`src/rtl/regfile_sb.sv`:
```
// regfile_sb: integer register file with an integrated busy scoreboard.
//   clk, rstn            : rising-edge clock, asynchronous active-low reset
//   read_reg/read_data   : NRD combinational read ports (index / data)
//   read_busy            : per-port hazard flag (pending write on that register)
//   write_en/reg/data    : writeback port, also clears the busy bit
//   issue_en/issue_reg   : destination of an issuing instruction, sets the busy bit
//   any_busy             : OR of all registered busy bits
//   dbg_sel/dbg_data     : debug read of the stored value (never bypassed)
module regfile_sb #(
  parameter int unsigned WIDTH     = 32,
  parameter int unsigned REG_COUNT = 32,
  parameter int unsigned REG_BITS  = $clog2(REG_COUNT),
  parameter int unsigned NRD       = 2,
  parameter bit          BYPASS    = 1'b1
) (
  input  logic                    clk,
  input  logic                    rstn,
  input  logic [NRD*REG_BITS-1:0] read_reg,
  output logic [NRD*WIDTH-1:0]    read_data,
  output logic [NRD-1:0]          read_busy,
  input  logic                    write_en,
  input  logic [REG_BITS-1:0]     write_reg,
  input  logic [WIDTH-1:0]        write_data,
  input  logic                    issue_en,
  input  logic [REG_BITS-1:0]     issue_reg,
  output logic                    any_busy,
  input  logic [REG_BITS-1:0]     dbg_sel,
  output logic [WIDTH-1:0]        dbg_data
);

  // Storage spans the full index space so any index is a legal array
  // subscript; entries outside 1..REG_COUNT-1 are masked by w_valid.
  localparam int unsigned DEPTH = 1 << REG_BITS;

  logic [WIDTH-1:0]    r_regs [DEPTH];
  logic [DEPTH-1:0]    r_busy;
  logic [DEPTH-1:0]    w_busy_nxt;
  logic [DEPTH-1:0]    w_valid;
  logic                w_wr_ok;
  logic                w_iss_ok;
  logic [REG_BITS-1:0] w_rd_idx [NRD];

  // Constant mask of writable/readable registers (x0 and out-of-range excluded).
  for (genvar g = 0; g < DEPTH; g++) begin : g_valid
    assign w_valid[g] = (g != 0) && (g < REG_COUNT);
  end

  for (genvar p = 0; p < NRD; p++) begin : g_rd_idx
    assign w_rd_idx[p] = read_reg[p*REG_BITS +: REG_BITS];
  end

  assign w_wr_ok  = write_en & w_valid[write_reg];
  assign w_iss_ok = issue_en & w_valid[issue_reg];

  // Register storage.
  always_ff @(posedge clk or negedge rstn) begin
    if (!rstn) begin
      for (int i = 0; i < DEPTH; i++) begin
        r_regs[i] <= '0;
      end
    end else if (w_wr_ok) begin
      r_regs[write_reg] <= write_data;
    end
  end

  // Scoreboard next state: writeback clears first so a same-register issue wins.
  always_comb begin
    w_busy_nxt = r_busy;
    if (w_wr_ok) begin
      w_busy_nxt[write_reg] = 1'b0;
    end
    if (w_iss_ok) begin
      w_busy_nxt[issue_reg] = 1'b1;
    end
    w_busy_nxt[0] = 1'b0;
  end

  always_ff @(posedge clk or negedge rstn) begin
    if (!rstn) begin
      r_busy <= '0;
    end else begin
      r_busy <= w_busy_nxt;
    end
  end

  // Read ports: zero for x0/out-of-range, optional same-cycle forwarding.
  always_comb begin
    read_data = '0;
    read_busy = '0;
    for (int p = 0; p < NRD; p++) begin
      if (w_valid[w_rd_idx[p]]) begin
        if (BYPASS && w_wr_ok && (write_reg == w_rd_idx[p])) begin
          read_data[p*WIDTH +: WIDTH] = write_data;
          read_busy[p]                = 1'b0;
        end else begin
          read_data[p*WIDTH +: WIDTH] = r_regs[w_rd_idx[p]];
          read_busy[p]                = r_busy[w_rd_idx[p]];
        end
      end
    end
  end

  assign any_busy = |r_busy;
  assign dbg_data = w_valid[dbg_sel] ? r_regs[dbg_sel] : '0;

endmodule

```
`config.mk`:
```
export PLATFORM = sky130hd
export DESIGN_NAME = regfile_sb
export DESIGN_NICKNAME = d
export VERILOG_FILES = /design/src/rtl/regfile_sb.sv
export SDC_FILE = /design/constraint.sdc
export NUM_CORES = 2
export LEC_CHECK = 0
export CORE_ASPECT_RATIO = 1.75
export CORE_UTILIZATION = 55
export DETAILED_ROUTE_END_ITERATION = 7
export DONT_BUFFER_PORTS = 1
export PLACE_DENSITY = 0.73
export REMOVE_ABC_BUFFERS = 1
export SLEW_MARGIN = 20
export SYNTH_ARGS = -nofsm -noshare
export SYNTH_HDL_FRONTEND = slang
export SYNTH_SLANG_ARGS = --single-unit
export TNS_END_PERCENT = 20
```
`constraint.sdc`:
```
create_clock -name clk -period 2.5 [get_ports clk]
set_input_delay 0.375 -clock clk [delete_from_list [all_inputs] [get_ports clk]]
set_output_delay 0.375 -clock clk [all_outputs]
set_load 0.02 [all_outputs]
```
==> impl_metrics.json <==
{
  "yosysSeqAreaShare": 0.3985,
  "grt_remaining_overflow": 0,
  "grt_max_degree": 1056,
  "cp-end-kind": "output port",
  "wl_per_cell_um": 37.69,
  "rsz0062_at_grt": "true",
  "combPwrFrac": 0.258,
  "path_clk_slew_ps": 60,
  "grt_usage": 0.3738,
  "dr.pass1.iters": 8,
  "drt-total-wl_um": 234900,
  "grt_pass1_wl_um": 331600,
  "initial_utilization": 0.5538,
  "worstPathArrival_ps": 3780,
  "ys_ff_latch": 1055,
  "first_global_vias": 48880,
  "syn_area_um2": 66240,
  "crit_cells": 5,
  "swShare": 0.2919,
  "num_vias": 48330,
  "slew_headroom": -0.6520,
  "numPortBuffers": 0,
  "cts_htree_levels": 3,
  "layout-drive-gt1-share": 0.5340,
  "yosys_most_used_dff": "dfrtp_1",
  "leakage_nw": 31.60,
  "async_flop_share": 1.000,
  "critPathMaxFanout": 380,
  "ys_types": 57,
  "fmax_mhz": 240.4,
  "fp.dieW_um": 264.3,
  "crit_top_cell": "mux4_2",
  "p_seq_frac": 0.431,
  "finalClockSkew_ps": 0,
  "cts_tree": "built",
  "hpwl_um": 122300,
  "violations": "design-rule violations, negative hold slack, max-slew violations, negative setup slack",
  "cts_sinks": 1055,
  "reg2regPathDepth": 2,
  "die_y_um": 461.1,
  "cts_max_path_buffers": 3,
  "slew_viol_final": 300,
  "power_frac_clock": 0.311,
  "switchingPower_w": 0.01596,
  "r2r_slack_ps": 1170,
  "timing.hold.ws_ps": -659.5,
  "fillers": 8523,
  "p_per_area_nw_per_um2": 727.5,
  "syn-mean-instance-area_um2": 13.98,
  "hold_violations": 428,
  "min_path_type": "in2async",
  "via_per_inst": 7.755,
  "cts_made_buffers": 99,
  "crit_chain": "mux4_2 > mux4_2 > nand2_1 > o211ai_1 > buf_4",
  "fin_ws_ps": -1660,
  "cpLargestDelayFamily": "multiplexers",
  "core_um2": 119600,
  "worstMarginPinSlew_ps": 2478,
  "syn_inst": 4737,
  "cpPeakStageDelay_ps": 1360,
  "clockRootBuffer": "clkbuf_16",
  "drc": 1,
  "crit_slowest_cell": "mux4_2",
  "synth-edff-count": 0,
  "first_iter_violations": 5776,
  "internal_power_w": 0.03871,
  "cp.required_ps": 2120,
  "fin_crit_ps": 4160,
  "cts_hold_buf": 46,
  "num_io_pins": 160,
  "ir_worst_vdd_uv": 587.0,
  "maxCapViolCount": 0,
  "rows": 168,
  "final_antenna_net_count": 0,
  "setup_viol": 99,
  "dieArea_um2": 121900,
  "synth_warnings": 0,
  "critical_path_buf_inv_count": 1,
  "status": "finished, violations left",
  "clk_latency_ps": 740,
  "critPathKind": "in2out",
  "critical_path.startpoint_type": "input pin",
  "gp_congestion": 0.8628,
  "antenna_found_initial": 4,
  "final_nets": 4682,
  "fin_crit_sh": 1.664,
  "finalSetupTns_ps": -72480,
  "syn_to_final_growth_pct": 13.45
}
[flip-flops by register name, indices dropped and copies added (netlist names)]
register	flops
r_regs	1024
r_busy	31
[power groups by stage]
| stage | sequential [W] | combinational, W | clock (W) |
|---|---|---|---|
| 4_1_cts | 0.0234 | 0.0128 | 0.0170 |
| 5_1_grt | 0.0240 | 0.0148 | 0.0177 |
| 3_5_place_dp | 0.0237 | 0.0119 | 0 |
| 2_1_floorplan | 0.0227 | 0.00963 | 0 |
| 6_report | 0.0236 | 0.0141 | 0.0170 |
| 3_3_place_gp | 0.0233 | 0.0116 | 0 |
[through the flow]
stage	total power (W)	util	worst slack [ps]	cells	instance area (µm²)
CTS	0.05322	0.6151	-472.6	6164	73570
floorplan	0.03229	-	-1952	4175	63470
finish	0.05467	0.6283	-1660	6232	75150
detailed placement	0.03561	0.5719	-402.2	5938	68400
global route	0.05643	0.6283	-584.4	6228	75140
global placement	0.03497	0.5719	-411.8	5938	68400
[cells in the final DEF (no fill, tap or decap), types with 15 or more instances in the layout]
master and instances:
mux2_2 1090, dfrtp_1 1055, mux4_2 625, mux2i_1 362
buf_4 185, clkbuf_16 114, a221oi_1 82, buf_12 79
nand2_1 63, a22oi_1 61, a21oi_1 56, o21bai_1 51
a221oi_2 47, o21ai_0 42, inv_1 42, dlygate4sd3_1 38
o221ai_1 34, a211o_1 32, o21ai_1 31, nand2b_4 26
nor3b_1 26, clkbuf_8 26, a41oi_2 25, o22ai_1 23
nand3_1 23, o21ai_2 22, nor2_1 21, a22oi_2 21
nor2b_1 18, a211oi_1 18, a31oi_4 17, a211oi_2 17
bufinv_16 17, nor2_4 16, a22o_4 15
[cell families (layout without fill, tap and decap cells)]
| logic type | Yosys count | count (layout) | share of synthesized area |
|---|---|---|---|
| AO/OA/AOI/OAI | 701 | 701 | 0.08041 |
| XOR/XNOR | 10 | 10 | 0.001322 |
| flip-flops | 1055 | 1055 | 0.3985 |
| AND/OR/NAND/NOR | 279 | 279 | 0.02227 |
| other | 0 | 5 | 0 |
| multiplexers | 2078 | 2078 | 0.4526 |
| buffers and inverters | 614 | 574 | 0.04480 |
[worst paths after layout]
kind                                      end    startpoint
worst max-delay path            read_data[30]   read_reg[0]
worst min-delay path              r_regs[618]          rstn
worst max register to register      r_busy[7]     r_busy[7]
worst min register to register    r_regs[992]   r_regs[992]
max in group asynchronous         r_regs[984]          rstn
min in group clk                   r_busy[26]  issue_reg[1]
[layout make-up]
cell class                 count  area, µm²  area share
antenna                        5      12.51   0.0001665
clock buffer                 138       2927     0.03894
clock inverter                39      655.6    0.008724
inverter                      52      195.2    0.002597
multi-input combinational   3068      38900      0.5177
sequential                  1055      26400      0.3513
tap                         1530       1914     0.02547
timing repair buffer         345       4143     0.05512
[worst reg2reg max path: cells and delay by family (launching register included)]
family	cells	cell delay (ps)
flip-flops	1	420
AO/OA/AOI/OAI	1	240
buffers and inverters	1	550
[per-layer routing]
metal | global-route usage | share of wire
met4 | 0.2812 | 0.087
met5 | 0 | 0.00011
met3 | 0.09760 | 0.11
met2 | 0.5827 | 0.46
met1 | 0.4465 | 0.34
[Yosys cell counts, drive strengths merged (24+ instances only)]
master	count	area (µm²)
a22o	35	306.5
a21oi	61	305.3
nand3	25	125.1
clkbuf	300	1141
o21bai	51	382.9
a221oi	129	1292
o21ai	106	530.5
o221ai	34	297.8
nand2	85	319.1
a41oi	25	219.0
mux2i	363	3633
a211oi	37	277.8
dfrtp	1055	26400
a211o	32	280.3
inv	52	195.2
a22oi	82	615.6
o311ai	26	227.7
nand2b	36	225.2
nor2b	24	150.1
mux2	1090	12270
nor3b	26	195.2
nor2	38	142.6
buf	262	1632
a31oi	35	219.0
mux4	625	14080
[repair_timing]
item	4_1_cts	5_1_grt
gates resized for setup	213	105
pin swaps	142	48
endpoints found under the setup margin	99	99
gates cloned	0	18
endpoints found under the hold margin	2076	428
setup buffers	8	35
Note: power is estimated with default switching activity, not from simulation.
